<file path="src/rtl/m_access_arbiter_if.sv">
// Bundle between the download assemblers/memory port and m_access_arbiter.
// The master side drives assembler messages and memory completion; the slave side is the arbiter.
interface m_access_arbiter_if;
   logic         v_m_download_rep;
   logic [175:0] m_download_rep_flits;
   logic         v_m_download_req;
   logic [175:0] m_download_req_flits;
   logic         mem_access_done;
   logic         mem_done_access_rep;
   logic         mem_done_access_req;
   logic         v_mem_access;
   logic [175:0] mem_access_flits;
   logic         mem_access_src;
   logic [1:0]   m_arb_state;
   logic         mem_access_err;

   modport master (
      output v_m_download_rep, m_download_rep_flits, v_m_download_req, m_download_req_flits,
             mem_access_done,
      input  mem_done_access_rep, mem_done_access_req, v_mem_access, mem_access_flits,
             mem_access_src, m_arb_state, mem_access_err
   );

   modport slave (
      input  v_m_download_rep, m_download_rep_flits, v_m_download_req, m_download_req_flits,
             mem_access_done,
      output mem_done_access_rep, mem_done_access_req, v_mem_access, mem_access_flits,
             mem_access_src, m_arb_state, mem_access_err
   );
endinterface

</file>
<file path="src/rtl/m_access_arbiter.sv">
// Reply/request arbiter onto the single memory access port, reply priority with starvation guard.
// Optional BUSY watchdog enabled by defining M_ARB_TIMEOUT_EN.
module m_access_arbiter #(
   parameter int STARVE_MAX     = 4,
   parameter int TIMEOUT_CYCLES = 255
) (
   input logic              clk,
   input logic              rst,
   m_access_arbiter_if.slave bus
);
   localparam logic [1:0] S_IDLE = 2'b00;
   localparam logic [1:0] S_BUSY = 2'b01;
   localparam logic [1:0] S_REL  = 2'b10;
   localparam logic [3:0] STARVE_LIM = 4'(STARVE_MAX);
   localparam logic [7:0] TMO_LAST   = 8'(TIMEOUT_CYCLES - 1);

   if (STARVE_MAX < 1 || STARVE_MAX > 15 || TIMEOUT_CYCLES < 1 || TIMEOUT_CYCLES > 255) begin : g_bad_cfg
      $error("m_access_arbiter: parameter out of range");
   end

   logic [1:0]   state;
   logic [3:0]   starve_cnt;
   logic [175:0] flits;
   logic         src;
   logic         any_v;
   logic         pick_req;
   logic         timeout_hit;

   assign any_v    = bus.v_m_download_rep | bus.v_m_download_req;
   assign pick_req = bus.v_m_download_req & (~bus.v_m_download_rep | (starve_cnt == STARVE_LIM));

`ifdef M_ARB_TIMEOUT_EN
   logic [7:0] tmo_cnt;
   logic       err;

   // tmo_cnt counts BUSY cycles already completed, so the last allowed one sees TMO_LAST
   assign timeout_hit = (tmo_cnt == TMO_LAST);

   always_ff @(posedge clk or posedge rst) begin
      if (rst) begin
         tmo_cnt <= '0;
         err     <= 1'b0;
      end else begin
         err <= (state == S_BUSY) & ~bus.mem_access_done & timeout_hit;
         if (state == S_BUSY) tmo_cnt <= tmo_cnt + 8'd1;
         else                 tmo_cnt <= '0;
      end
   end

   assign bus.mem_access_err = err;
`else
   assign timeout_hit        = 1'b0;
   assign bus.mem_access_err = 1'b0;
   logic unused_tmo;
   assign unused_tmo = &TMO_LAST;
`endif

   always_ff @(posedge clk or posedge rst) begin
      if (rst) begin
         state      <= S_IDLE;
         starve_cnt <= '0;
         flits      <= '0;
         src        <= 1'b0;
      end else begin
         case (state)
            S_IDLE: if (any_v) begin
               state <= S_BUSY;
               src   <= pick_req;
               flits <= pick_req ? bus.m_download_req_flits : bus.m_download_rep_flits;
               if (pick_req || !bus.v_m_download_req) starve_cnt <= '0;
               else if (starve_cnt != STARVE_LIM)     starve_cnt <= starve_cnt + 4'd1;
            end
            S_BUSY: if (bus.mem_access_done || timeout_hit) state <= S_REL;
            S_REL:  state <= S_IDLE;
            default: state <= S_IDLE;
         endcase
      end
   end

   assign bus.v_mem_access        = (state == S_BUSY);
   assign bus.mem_done_access_rep = (state == S_REL) & ~src;
   assign bus.mem_done_access_req = (state == S_REL) &  src;
   assign bus.mem_access_flits    = flits;
   assign bus.mem_access_src      = src;
   assign bus.m_arb_state         = state;
endmodule

</file>
<file path="src/flat_wrapper.sv">
// flat-port wrapper written by rule: the top's interface ports become plain ports
module m_access_arbiter_flat 
#(
   parameter int STARVE_MAX     = 4,
   parameter int TIMEOUT_CYCLES = 255
)
  (clk, rst, bus_v_m_download_rep, bus_m_download_rep_flits, bus_v_m_download_req, bus_m_download_req_flits, bus_mem_access_done, bus_mem_done_access_rep, bus_mem_done_access_req, bus_v_mem_access, bus_mem_access_flits, bus_mem_access_src, bus_m_arb_state, bus_mem_access_err);
  m_access_arbiter_if bus_i ();
  input logic clk;
  input logic rst;
  input wire logic [$bits(bus_i.v_m_download_rep)-1:0] bus_v_m_download_rep;
  input wire logic [$bits(bus_i.m_download_rep_flits)-1:0] bus_m_download_rep_flits;
  input wire logic [$bits(bus_i.v_m_download_req)-1:0] bus_v_m_download_req;
  input wire logic [$bits(bus_i.m_download_req_flits)-1:0] bus_m_download_req_flits;
  input wire logic [$bits(bus_i.mem_access_done)-1:0] bus_mem_access_done;
  output wire logic [$bits(bus_i.mem_done_access_rep)-1:0] bus_mem_done_access_rep;
  output wire logic [$bits(bus_i.mem_done_access_req)-1:0] bus_mem_done_access_req;
  output wire logic [$bits(bus_i.v_mem_access)-1:0] bus_v_mem_access;
  output wire logic [$bits(bus_i.mem_access_flits)-1:0] bus_mem_access_flits;
  output wire logic [$bits(bus_i.mem_access_src)-1:0] bus_mem_access_src;
  output wire logic [$bits(bus_i.m_arb_state)-1:0] bus_m_arb_state;
  output wire logic [$bits(bus_i.mem_access_err)-1:0] bus_mem_access_err;
  assign bus_i.v_m_download_rep = bus_v_m_download_rep;
  assign bus_i.m_download_rep_flits = bus_m_download_rep_flits;
  assign bus_i.v_m_download_req = bus_v_m_download_req;
  assign bus_i.m_download_req_flits = bus_m_download_req_flits;
  assign bus_i.mem_access_done = bus_mem_access_done;
  assign bus_mem_done_access_rep = bus_i.mem_done_access_rep;
  assign bus_mem_done_access_req = bus_i.mem_done_access_req;
  assign bus_v_mem_access = bus_i.v_mem_access;
  assign bus_mem_access_flits = bus_i.mem_access_flits;
  assign bus_mem_access_src = bus_i.mem_access_src;
  assign bus_m_arb_state = bus_i.m_arb_state;
  assign bus_mem_access_err = bus_i.mem_access_err;
  m_access_arbiter #(.STARVE_MAX(STARVE_MAX), .TIMEOUT_CYCLES(TIMEOUT_CYCLES)) u_core (.clk(clk), .rst(rst), .bus(bus_i));
endmodule
</file>
<file path="config.mk">
export PLATFORM = sky130hd
export DESIGN_NAME = m_access_arbiter_flat
export DESIGN_NICKNAME = d
export VERILOG_FILES = /design/src/rtl/m_access_arbiter_if.sv /design/src/rtl/m_access_arbiter.sv /design/src/flat_wrapper.sv
export SDC_FILE = /design/constraint.sdc
export NUM_CORES = 1
export LEC_CHECK = 0
export CAP_MARGIN = 20
export CORE_AREA = 2 2 207 209
export CTS_BUF_LIST = sky130_fd_sc_hd__clkbuf_16
export CTS_CLUSTER_SIZE = 24
export DETAILED_ROUTE_END_ITERATION = 8
export DIE_AREA = 0 0 209 211
export PLACE_DENSITY_LB_ADDON = 0.2
export SLEW_MARGIN = 20
export SYNTH_ARGS = -nofsm -noshare
export SYNTH_HDL_FRONTEND = slang
export SYNTH_SLANG_ARGS = --single-unit
</file>
<file path="constraint.sdc">
create_clock -name clk -period 7.4 [get_ports clk]
set_clock_uncertainty 0.15 [all_clocks]
set_input_delay 2.22 -clock clk [delete_from_list [all_inputs] [get_ports clk]]
set_output_delay 2.22 -clock clk [all_outputs]
set_load 0.01 [all_outputs]
</file>
==> metrics.csv, run 1 <==
metric,value,unit
status,"complete, no violations",
Port Buf Inserts,538,
Synth Cell Area,0.0108,mm^2
share of layout cells above drive strength 1,10.4,%
slowest cell delay on critical path,0.89,ns
RSZ-0062 raised after global routing,false,
GR Layer Usage met1,27.4,%
Max-Cap Viols,0,
Syn. warnings,0,
Netlist cell types,34,
WL per Instance,23.9,um
Mean Syn Cell Area,9.78,um^2
core area,0.0418,mm^2
cell family with most CP delay,buffers and inverters,
Via Count,11603,
grt peak-use layer,met2,
critical path's slowest cell,o21a_4,
vias in the first global route,11791,
post-synthesis cell count,1102,
DRC,0,
Worst-path clk slew,0.07,ns
Post CTS Setup Buffer Count,0,
hold buffers post-CTS,0,
CP Cell Sequence,"clkdlybuf4s50_1, inv_6, o21a_4, buf_12, o211ai_1",
CTS-repair resized insts,0,
Slew @ Worst Pin,1.28,ns
hold crit path type,flip-flop to flip-flop,
Total GRT Usage,21.5,%
Initial Util,25.8,%
"Net count, final",1858,
drt initial violations,952,
Setup TNS,0,ns
Routed Antenna Nets,0,
achievable frequency,0.213,GHz
"Min Clock Period, post-route",4.69,ns
GRT overflow,0,
row count,75,
crit path capture type,flip-flop,
Clock Latency Late Sink,0.45,ns
Die Ht,211,um
Clk pwr share,15.5,%
area delta synth->final,56.6,%
P per Cell Area,345,mW/mm^2
P_leak,6.09,nW
VDD IR-drop max,365,uV
final setup vio count,0,
Critical Path AT,4.86,ns
startpoint types,primary input,
crit share post-route,63.4,%
final wirelength,49.1,mm
first drt pass iteration count,5,
CTS tree,done,
Placer Congestion,0.775,
fin cells,2055,
CP Data Required Time,7.57,ns
CTS Buf Count,17,
Die X,209,um
Internal,3.48,mW
Worst Path Buf+Inv,3,
Slew headroom,14.6,%
met3 usage,5.92,%
largest net degree at the start of global routing,226,
post-synthesis sequential area ratio,42.5,%
Root Buffer Master,clkbuf_16,
Clock Path Buffers,2,
fraction of power consumed by sequential logic,30.2,%
worst setup path category,primary input to flip-flop,
number of synthesized register bits,183,
first-pass GRT wire length,74.1,mm
Post-DP HPWL,30.4,mm
clock sinks,183,
Comb pwr share,54.3,%
Net Switching,2.34,mW
Placed Cells,2017,
Die ar.,0.0441,mm^2
Fillers,4111,
# H-tree levels,4,
Top-Level Pins,540,
met2 Usage GRT,35.4,%
initial antenna violation count,4,
fin. max-slew vios,0,
CP max FO,64,
sw frac,40.2,%
vias per inst,5.65,
Post-Syn Nets,1461,
Hold Fails Final Rpt,0,
[cell type report]
type | instances | area [um^2] | area share, %
repair buffers | 556 | 5670 | 33.6
clock inverters | 15 | 113 | 0.667
flip-flops and latches | 183 | 4580 | 27.1
diodes | 4 | 10.0 | 0.0593
clock buffers | 17 | 425 | 2.52
well taps | 539 | 674 | 4.00
multi-input cells | 736 | 5370 | 31.8
inverters | 5 | 31.3 | 0.185
[routing by layer]
layer  wire (um)  part of all wire (%)  vias up
li1            -                     -     5223
met1       19900                    41     5789
met2       24500                    50      528
met3        3590                   7.3       63
met4        1030                   2.1        0
met5           0                     0        -
[worst paths after layout]
check	from	end	slack [ns]	cells past startpoint
max in group asynchronous	rst	u_core.bus.mem_access_flits[141]	3.89	3
hold reg to reg	u_core.starve_cnt[0]	u_core.starve_cnt[0]	0.38	1
setup reg to reg	u_core.starve_cnt[0]	u_core.bus.mem_access_flits[57]	4.34	6
min in group asynchronous	rst	u_core.bus.mem_access_flits[9]	2.08	2
setup / recovery	bus_v_m_download_rep	u_core.bus.mem_access_flits[57]	2.71	5
hold / removal	u_core.starve_cnt[0]	u_core.starve_cnt[0]	0.38	1
[sequential cells by signal, indices dropped and copies added, names as in the netlist]
signal                       cells
u_core.bus.mem_access_flits    176
u_core.starve_cnt                4
u_core.bus.m_arb_state           2
u_core.bus.mem_access_src        1
[cells in the final DEF, fill, tap and decap left out, types with 2 or more instances in the layout]
cell and count:
clkbuf_16 17, nor2_4 2, or2_4 2, clkinv_2 6
inv_1 4, inv_6 3, nor2_1 2, buf_16 2
o211ai_1 76, diode_2 4, clkdlybuf4s50_1 537, buf_12 9
nand3_1 178, clkinv_1 2, buf_4 7, dfrtp_1 183
o211ai_2 100, o21ai_0 179, ha_1 2, o2111ai_1 176
clkinvlp_4 2, nand2_1 2
[power by group through the flow]
stage	registers [mW]	logic [mW]	clock network [mW]
after floorplan	1.96	1.35	0
after global placement	1.76	3.14	0
after detailed placement	1.76	3.16	0
after CTS	1.76	3.16	0.929
after global routing	1.82	3.40	0.971
final	1.76	3.16	0.899
[cells by family (layout without fill, tap and decap cells)]
family                   count (synthesis)  after routing  share of synthesized area, %
buffers and inverters                  183            593                          7.91
other                                    1              5                        0.0348
AO/OA/AOI/OAI                          538            538                          40.1
AND/OR/NAND/NOR                        195            195                          9.25
adder cells (fa/ha/maj)                  2              2                         0.232
flip-flops                             183            183                          42.5
[synthesized netlist by cell type]
library cell / count / area share, %
dfrtp_1: 183 / 43
o21ai_0: 179 / 8.3
nand3_1: 178 / 8.3
o2111ai_1: 176 / 14
clkbuf_1: 119 / 4.1
o211ai_2: 100 / 12
o211ai_1: 76 / 5.3
buf_2: 24 / 1.1
buf_6: 17 / 1.8
buf_1: 16 / 0.56
inv_1: 4 / 0.14
and3b_1: 2 / 0.16
buf_4: 2 / 0.14
ha_1: 2 / 0.23
nand2_1: 2 / 0.070
nor2_1: 2 / 0.070
nor2_2: 2 / 0.12
or2_2: 2 / 0.12
a22o_1: 1 / 0.081
a32o_1: 1 / 0.093
and2_1: 1 / 0.058
and3_1: 1 / 0.058
conb_1: 1 / 0.035
inv_2: 1 / 0.035
nand2b_1: 1 / 0.058
nor2b_1: 1 / 0.058
nor3b_1: 1 / 0.070
o21a_1: 1 / 0.070
o22ai_1: 1 / 0.058
o311ai_0: 1 / 0.081
o311ai_1: 1 / 0.081
o31ai_1: 1 / 0.070
or2_1: 1 / 0.058
or3b_2: 1 / 0.081
[through the flow]
step / setup slack [ns] / power [mW] / util, % / hold slack [ns] / cell area, um^2
4_1_cts: 2.74 / 5.85 / 40.3 / 0.380 / 16800
5_1_grt: 2.59 / 6.19 / 40.4 / 0.394 / 16900
6_report: 2.71 / 5.81 / 40.4 / 0.380 / 16900
2_1_floorplan: 0.0580 / 3.31 / - / 0.334 / 10800
3_5_place_dp: 2.26 / 4.92 / 39.0 / 0.365 / 16300
3_3_place_gp: 2.27 / 4.89 / 38.9 / 0.352 / 16300
(Power assumes the default switching activity.)
==> run 2: changes to the inputs <==
clock period = 4.05 ns   (was 7.4 ns; I/O delays follow)
==> metrics.csv, run 2 (synthesized netlist as in run 1, its figures left out) <==
metric,value,unit
status,"complete, no violations",
final wirelength,49.3,mm
final setup vio count,0,
CP max FO,6,
first drt pass iteration count,5,
fin. max-slew vios,0,
hold buffers post-CTS,0,
GR Layer Usage met1,28.5,%
largest net degree at the start of global routing,101,
core area,0.0418,mm^2
R2R Setup Slk,1.60,ns
number of flip-flops in the largest register,176,
startpoint types,flip-flop,
DRC,0,
Slew @ Worst Pin,0.733,ns
Die Ht,211,um
Setup TNS,0,ns
WL per Instance,23.7,um
Routed Antenna Nets,0,
Die ar.,0.0441,mm^2
crit path capture type,output pin,
Die X,209,um
Post CTS Setup Buffer Count,0,
"Net count, final",1886,
Hold Fails Final Rpt,0,
Critical Path AT,1.73,ns
worst setup path category,flip-flop to output pin,
CP Cell Sequence,"nand2b_1, inv_1, clkdlybuf4s50_1",
area delta synth->final,59.4,%
first-pass GRT wire length,74.9,mm
CTS tree,done,
P_leak,6.25,nW
Clock Latency Late Sink,0.45,ns
achievable frequency,0.323,GHz
slowest cell delay on critical path,0.56,ns
Total GRT Usage,21.8,%
vias per inst,5.60,
grt peak-use layer,met2,
CTS-repair resized insts,0,
Max-Cap Viols,0,
Placer Congestion,0.787,
Worst-path clk slew,0.07,ns
hold crit path type,flip-flop to flip-flop,
VDD IR-drop max,274,uV
RSZ-0062 raised after global routing,false,
initial antenna violation count,6,
row count,75,
# H-tree levels,4,
Top-Level Pins,540,
met3 usage,5.11,%
"Core Util, Final",41.1,%
Post-DP HPWL,32.2,mm
GRT overflow,0,
"Min Clock Period, post-route",3.10,ns
"commonest cells after routing, fill and taps aside","clkdlybuf4s50_1 (537), dfrtp_1 (183), o21ai_0 (179), nand3_1 (178), o2111ai_1 (176)",
crit share post-route,76.5,%
CTS Buf Count,17,
"most common cell after layout, fill and taps aside",clkdlybuf4s50_1,
drt initial violations,1030,
share of layout cells above drive strength 1,11.7,%
Slew headroom,51.1,%
Clock Path Buffers,2,
P per Cell Area,627,mW/mm^2
Via Count,11672,
CP Data Required Time,2.68,ns
clock sinks,183,
Port Buf Inserts,538,
Fillers,4119,
met2 Usage GRT,34.4,%
Root Buffer Master,clkbuf_16,
total power,10.8,mW
Initial Util,25.8,%
critical path's slowest cell,clkdlybuf4s50_1,
vias in the first global route,11846,
==> run 2: report_power, final <==
part	switching [mW]	leakage, nW	internal [mW]	total [mW]
Clock	0.777	0.274	0.890	1.67
Sequential	0.501	2.25	2.72	3.22
Combinational	3.00	3.73	2.89	5.89
Total	4.28	6.25	6.50	10.8
==> run 2: final cells by class <==
type / instances / area, um^2 / area share [%]
timing repair buffer: 584 / 5970 / 34.8
inverter: 5 / 27.5 / 0.160
clock inverter: 14 / 120 / 0.699
antenna: 5 / 12.5 / 0.0728
sequential: 183 / 4580 / 26.7
clock buffer: 17 / 425 / 2.48
multi-input combinational: 736 / 5370 / 31.2
tap: 539 / 674 / 3.93
==> run 2: through the flow <==
| step | instances | cell area [um^2] | setup WS [ns] | hold WS [ns] |
|---|---|---|---|---|
| floorplan | 1102 | 10800 | 0.334 | 0.334 |
| global placement | 2047 | 16600 | 0.805 | 0.361 |
| detailed placement | 2047 | 16600 | 0.744 | 0.366 |
| CTS | 2078 | 17200 | 0.898 | 0.383 |
| global route | 2083 | 17200 | 0.875 | 0.411 |
| finish | 2083 | 17200 | 0.952 | 0.380 |
==> run 2: path summary, 6_finish.rpt <==
path / from / to / depth (start not counted)
worst min register to register: u_core.bus.mem_access_flits[59] / u_core.bus.mem_access_flits[59] / 2
max in group asynchronous: rst / u_core.bus.mem_access_flits[70] / 3
worst max register to register: u_core.starve_cnt[0] / u_core.bus.mem_access_flits[17] / 6
worst max-delay path: u_core.bus.m_arb_state[1] / bus_v_mem_access / 3
min in group asynchronous: rst / u_core.bus.mem_access_flits[83] / 2
worst min-delay path: u_core.bus.mem_access_flits[59] / u_core.bus.mem_access_flits[59] / 2
==> run 2: critical path: cells and delay by family, from the launching register on <==
kind | cells | cell delay, ns
AND/OR/NAND/NOR | 1 | 0.19
flip-flops | 1 | 0.46
buffers and inverters | 2 | 0.64
==> run 2: metal layers <==
layer / vias up / part of all wire, %
met4: 2 / 3.2
met3: 75 / 6.8
li1: 5281 / -
met1: 5791 / 43
met5: - / 0.026
met2: 523 / 47
